[src/rtl/rv_ctrl_pkg.sv]
// Shared RV32I control definitions: FSM state encoding, opcodes, ALUOp codes.
package rv_ctrl_pkg;

    typedef enum logic [2:0] {
        S_IDLE   = 3'd0,
        S_FETCH  = 3'd1,
        S_DECODE = 3'd2,
        S_EXEC   = 3'd3,
        S_MEM    = 3'd4,
        S_WB     = 3'd5,
        S_TRAP   = 3'd6
    } state_t;

    localparam logic [6:0] OP_RTYPE = 7'b0110011;
    localparam logic [6:0] OP_ITYPE = 7'b0010011;
    localparam logic [6:0] OP_LOAD  = 7'b0000011;
    localparam logic [6:0] OP_STORE = 7'b0100011;

    localparam logic [1:0] ALUOP_ADD   = 2'b00;
    localparam logic [1:0] ALUOP_MEM   = 2'b01;
    localparam logic [1:0] ALUOP_RTYPE = 2'b10;

    // True for the opcode subset this core executes.
    function automatic logic op_supported(input logic [6:0] op);
        return (op == OP_RTYPE) || (op == OP_ITYPE) ||
               (op == OP_LOAD)  || (op == OP_STORE);
    endfunction

endpackage

[src/rtl/multicycle_controller.sv]
// Multi-cycle control FSM: sequences a shared memory port, ALU and register
// file through FETCH/DECODE/EXEC/MEM/WB and counts retired instructions.
module multicycle_controller
    import rv_ctrl_pkg::*;
#(
    parameter int CNT_W = 32
) (
    input  logic             clk,
    input  logic             reset_n,
    input  logic [6:0]       Opcode,
    input  logic             mem_ready,
    output logic             mem_req,
    output logic             IorD,
    output logic             IRWrite,
    output logic             PCWrite,
    output logic             ALUSrc,
    output logic             MemtoReg,
    output logic             RegWrite,
    output logic             MemRead,
    output logic             MemWrite,
    output logic [1:0]       ALUOp,
    output logic             illegal,
    output logic [CNT_W-1:0] instret
);

    state_t     state, state_nxt;
    logic [6:0] op_q;
    logic       retire;

    // ALU operand/op selection depends only on the latched opcode.
    logic       alu_src_q;
    logic [1:0] alu_op_q;
    always_comb begin
        alu_src_q = 1'b1;
        alu_op_q  = ALUOP_MEM;
        if (op_q == OP_RTYPE) begin
            alu_src_q = 1'b0;
            alu_op_q  = ALUOP_RTYPE;
        end else if (op_q == OP_ITYPE) begin
            alu_op_q  = ALUOP_ADD;
        end
    end

    // State register and opcode latch (opcode sampled only in DECODE).
    always_ff @(posedge clk or negedge reset_n) begin
        if (!reset_n) begin
            state <= S_IDLE;
            op_q  <= 7'd0;
        end else begin
            state <= state_nxt;
            if (state == S_DECODE) op_q <= Opcode;
        end
    end

    // Retired-instruction counter; wraps silently.
    always_ff @(posedge clk or negedge reset_n) begin
        if (!reset_n) instret <= '0;
        else if (retire) instret <= instret + CNT_W'(1);
    end

    // Next-state and output decode; IRWrite/PCWrite are Mealy on mem_ready.
    always_comb begin
        state_nxt = state;
        mem_req   = 1'b0;
        IorD      = 1'b0;
        IRWrite   = 1'b0;
        PCWrite   = 1'b0;
        ALUSrc    = 1'b0;
        MemtoReg  = 1'b0;
        RegWrite  = 1'b0;
        MemRead   = 1'b0;
        MemWrite  = 1'b0;
        ALUOp     = 2'b00;
        illegal   = 1'b0;
        retire    = 1'b0;
        case (state)
            S_IDLE: state_nxt = S_FETCH;
            S_FETCH: begin
                mem_req = 1'b1;
                MemRead = 1'b1;
                IRWrite = mem_ready;
                PCWrite = mem_ready;
                if (mem_ready) state_nxt = S_DECODE;
            end
            S_DECODE: state_nxt = op_supported(Opcode) ? S_EXEC : S_TRAP;
            S_EXEC: begin
                ALUSrc    = alu_src_q;
                ALUOp     = alu_op_q;
                state_nxt = (op_q == OP_LOAD || op_q == OP_STORE) ? S_MEM : S_WB;
            end
            S_MEM: begin
                mem_req  = 1'b1;
                IorD     = 1'b1;
                ALUSrc   = 1'b1;
                ALUOp    = ALUOP_MEM;
                MemRead  = (op_q == OP_LOAD);
                MemWrite = (op_q == OP_STORE);
                if (mem_ready) begin
                    // Stores finish here; loads still need write-back.
                    state_nxt = (op_q == OP_STORE) ? S_FETCH : S_WB;
                    retire    = (op_q == OP_STORE);
                end
            end
            S_WB: begin
                RegWrite  = 1'b1;
                MemtoReg  = (op_q == OP_LOAD);
                ALUSrc    = alu_src_q;
                ALUOp     = alu_op_q;
                retire    = 1'b1;
                state_nxt = S_FETCH;
            end
            S_TRAP: illegal = 1'b1;
            default: state_nxt = S_IDLE;
        endcase
    end

endmodule

[config.mk]
export PLATFORM = sky130hd
export DESIGN_NAME = multicycle_controller
export DESIGN_NICKNAME = d
export VERILOG_FILES = /design/src/rtl/rv_ctrl_pkg.sv /design/src/rtl/multicycle_controller.sv
export SDC_FILE = /design/constraint.sdc
export NUM_CORES = 1
export LEC_CHECK = 0
export ABC_AREA = 1
export CAP_MARGIN = 10
export CORE_ASPECT_RATIO = 1.2
export CORE_UTILIZATION = 45
export DETAILED_ROUTE_END_ITERATION = 12
export MAX_ROUTING_LAYER = met4
export PLACE_DENSITY = 0.81
export SYNTH_ARGS = -nofsm -noshare
export SYNTH_HDL_FRONTEND = slang
export SYNTH_SLANG_ARGS = --single-unit
[constraint.sdc]
create_clock -name clk -period 1.9 [get_ports clk]
set_input_delay 0.19 -clock clk [delete_from_list [all_inputs] [get_ports clk]]
set_output_delay 0.19 -clock clk [all_outputs]
set_load 0.1 [all_outputs]
==> results of run 1 <==
-- cell type report --
class / instances / area, sq um / area share, %
Multi-Input combinational cell: 284 / 1423 / 41.30
Tap cell: 64 / 80.08 / 2.325
Sequential cell: 42 / 1074 / 31.17
Clock inverter: 2 / 13.76 / 0.3996
Clock buffer: 6 / 72.57 / 2.107
Inverter: 40 / 153.9 / 4.468
Timing Repair Buffer: 61 / 628.1 / 18.23
-- metrics by stage --
stage                     instances  cell area, sq um  setup TNS (ns)
after floorplan                 374              2704         -0.8317
after global placement          488              3328               0
after detailed placement        488              3328               0
after CTS                       497              3425               0
after global routing            499              3445       -0.003238
final                           499              3445               0
-- cell families (layout without fill, tap and decap cells) --
| logic type | count (synthesis) | after routing | synth area share [%] |
|---|---|---|---|
| AOI/OAI and AO/OA | 18 | 18 | 3.522 |
| adders and majority gates | 1 | 1 | 0.4759 |
| and+or+nand+nor | 249 | 249 | 42.46 |
| xor gates and xnor gates | 16 | 16 | 5.617 |
| buffers and inverters | 48 | 109 | 7.948 |
| DFF | 42 | 42 | 39.98 |
-- cells in the mapped netlist --
cell type | n | share of area (%)
xnor2_2 | 1 | 0.62
nor2_2 | 9 | 2.1
inv_2 | 1 | 0.14
nor2_4 | 3 | 1.3
nand2_1 | 133 | 19
o21ai_0 | 15 | 2.9
nand2_4 | 1 | 0.43
nand4_1 | 11 | 2.6
clkbuf_1 | 2 | 0.29
o211ai_1 | 1 | 0.29
xor2_1 | 6 | 2.0
buf_2 | 2 | 0.38
nand2_2 | 8 | 1.9
ha_1 | 1 | 0.48
nor3b_2 | 1 | 0.48
nand3_1 | 32 | 6.1
a21oi_1 | 2 | 0.38
buf_6 | 1 | 0.43
nand3_2 | 3 | 1.1
buf_4 | 2 | 0.57
xnor2_1 | 9 | 3.0
dfrtp_1 | 42 | 40
nor2_1 | 43 | 6.1
nand3b_1 | 1 | 0.29
buf_8 | 1 | 0.57
nor3_1 | 3 | 0.57
nor3_2 | 1 | 0.38
inv_1 | 39 | 5.6
-- power by group through the flow --
stage	clock network, W	logic [W]	registers, W
final	0.000572	0.00234	0.00120
after global routing	0.000616	0.00248	0.00123
after CTS	0.000582	0.00233	0.00120
after detailed placement	0	0.00231	0.00122
after global placement	0	0.00229	0.00121
after floorplan	0	0.00134	0.00154
-- worst max-delay path by stage --
stage	to	slack (ns)	cells after the start
after global placement	instret[2]	0.13	7
after detailed placement	instret[2]	0.10	7
final	MemRead	0.08	4
after CTS	ALUSrc	0.05	7
after floorplan	ALUOp[1]	-0.33	5
after global routing	MemRead	-0.003	6
-- placed cells by master, fill, tap and decap left out, types with 2 or more instances in the layout --
master	n
nand2_2	9
nand3_1	32
a21oi_1	2
buf_12	12
o21ai_0	13
nor2_4	5
nor2_2	13
xor2_1	6
xnor2_1	9
dfrtp_2	18
nor3_1	2
dfrtp_1	24
inv_2	3
nor2_1	37
nand2_1	132
buf_4	39
nand4_1	11
clkbuf_8	5
inv_1	36
nand3_2	3
clkdlybuf4s50_1	8
-- sequential cells by signal, summed over array words and instances, names as in the netlist --
name	flops
instret	32
op_q	7
state	3
-- metal layers --
| metal | vias up | global-route usage (%) | routed length, microns |
|---|---|---|---|
| met4 | 0 | 9.982 | 169 |
| li1 | 1296 | - | - |
| met3 | 14 | 3.995 | 273 |
| met1 | 1148 | 25.23 | 2545 |
| met2 | 79 | 37.39 | 3020 |
| met5 | - | - | 0 |
-- repair_timing --
item / CTS / global route
hold endpoints to repair: 23 / 0
buffers inserted: 0 / 2
hold buffers: 1 / 0
resized for setup: 0 / 4
endpoints found under the setup margin: 0 / 2
==> results.ini, run 1 <==
[sta]
max-slew-margin-rel_pct=63.33
fin_ws_ns=0.07917
setup_violations=0
period_share_pct=95.83
min_period_ns=1.821
hold_viol=0
skew_ns=0.009535
drv_slew=0
fmax_ghz=0.5492
tightestPinTransition_ns=0.5500
whs_ns=0.4163

[worst_setup_path]
slowest_delay_ns=0.43
reg2reg_to=instret[30]
crit_path_cell_trace=inv_1 > nand3_1 > o21ai_2 > buf_12
regToRegSetupSlack_ns=0.20
path_class=flop to output pin
cpMaxStageDelayCell=dfrtp_1
path_max_fanout=6
rr_worst_depth=8
path_delay_family=flip-flops
endpoint_kind=output pin
required_ns=1.71
rr_startpoint=instret[0]
worstSetupStartpointType=flop
timing.critical_path.buf_inv=2
startpoint=state[0]
arrival_ns=1.63

[route]
wl_microns=6008
first_pass_iters=4
vias=2537
drt-wirelength-per-cell_microns=12.04
postRouteAntennaNets=0
drc=0
drtIter0Drc=168
viasPerCell=5.084

[finish]
layout-drive-gt1-share_pct=27.13
diodes=0
final_nets=445
post-route-util_pct=61.18
area_growth_pct=31.03
fill_cells=511

[power_and_ir_drop]
p_seq_share_pct=29.2
p_switching_w=0.002130
power_density_nw_per_um2=1194
report.power.total_w=0.004114
pwr-share-clk_pct=13.9
p_int_w=0.001984
combPwrFrac_pct=56.9
swShare_pct=51.78
leakagePower_nw=1.522
ir_worst_vdd_mv=1.733

[yosys]
ys_ff_latch=42
synth_cell_types=28
syn_inst=374
syn-cell-area_sq_um=2629
yosysSeqAreaShare_pct=39.98
ys.warnings.count=0
synthesis.nets=385
synth.avg_cell_area_sq_um=7.029

[cts]
cts_tree=done
root_buffer=clkbuf_8
htree_levels=2
clkSinkCount=42
worstSkewPairLatency_ns=0.30
cts_buffers=5
ctsLongestPathBuffers=2
path_clk_slew_ns=0.08

[global_routing]
grt_overflow=0
grt_usage_pct=22.05
antenna_found_initial=0
grt_pass1_wl_microns=10380
grt_max_degree=44
grt_pass1_vias=2362

[hold_path]
hp-class=input pin to async pin

[placed_design]
gp_congestion=0.8702
io_buffers=53
dpl_worst_slack_ns=0.1021
hpwl_microns=4691

[die]
fp.coreArea_sq_um=5630
initial_core_util_pct=46.69
dieArea_sq_um=6152
io-pin-count=54
row_count=30
die_h_microns=85.73
dieWidth_microns=71.77

[flow_run]
cap_violations=0

[run_status]
run_status=finished, final reports clean

(Power assumes the default switching activity.)
==> inputs of run 2 (changes only) <==
CTS_CLUSTER_SIZE = 28   (was unset)
==> results of run 2 <==
Final layout, timing and power as in run 1 (identical DEF).
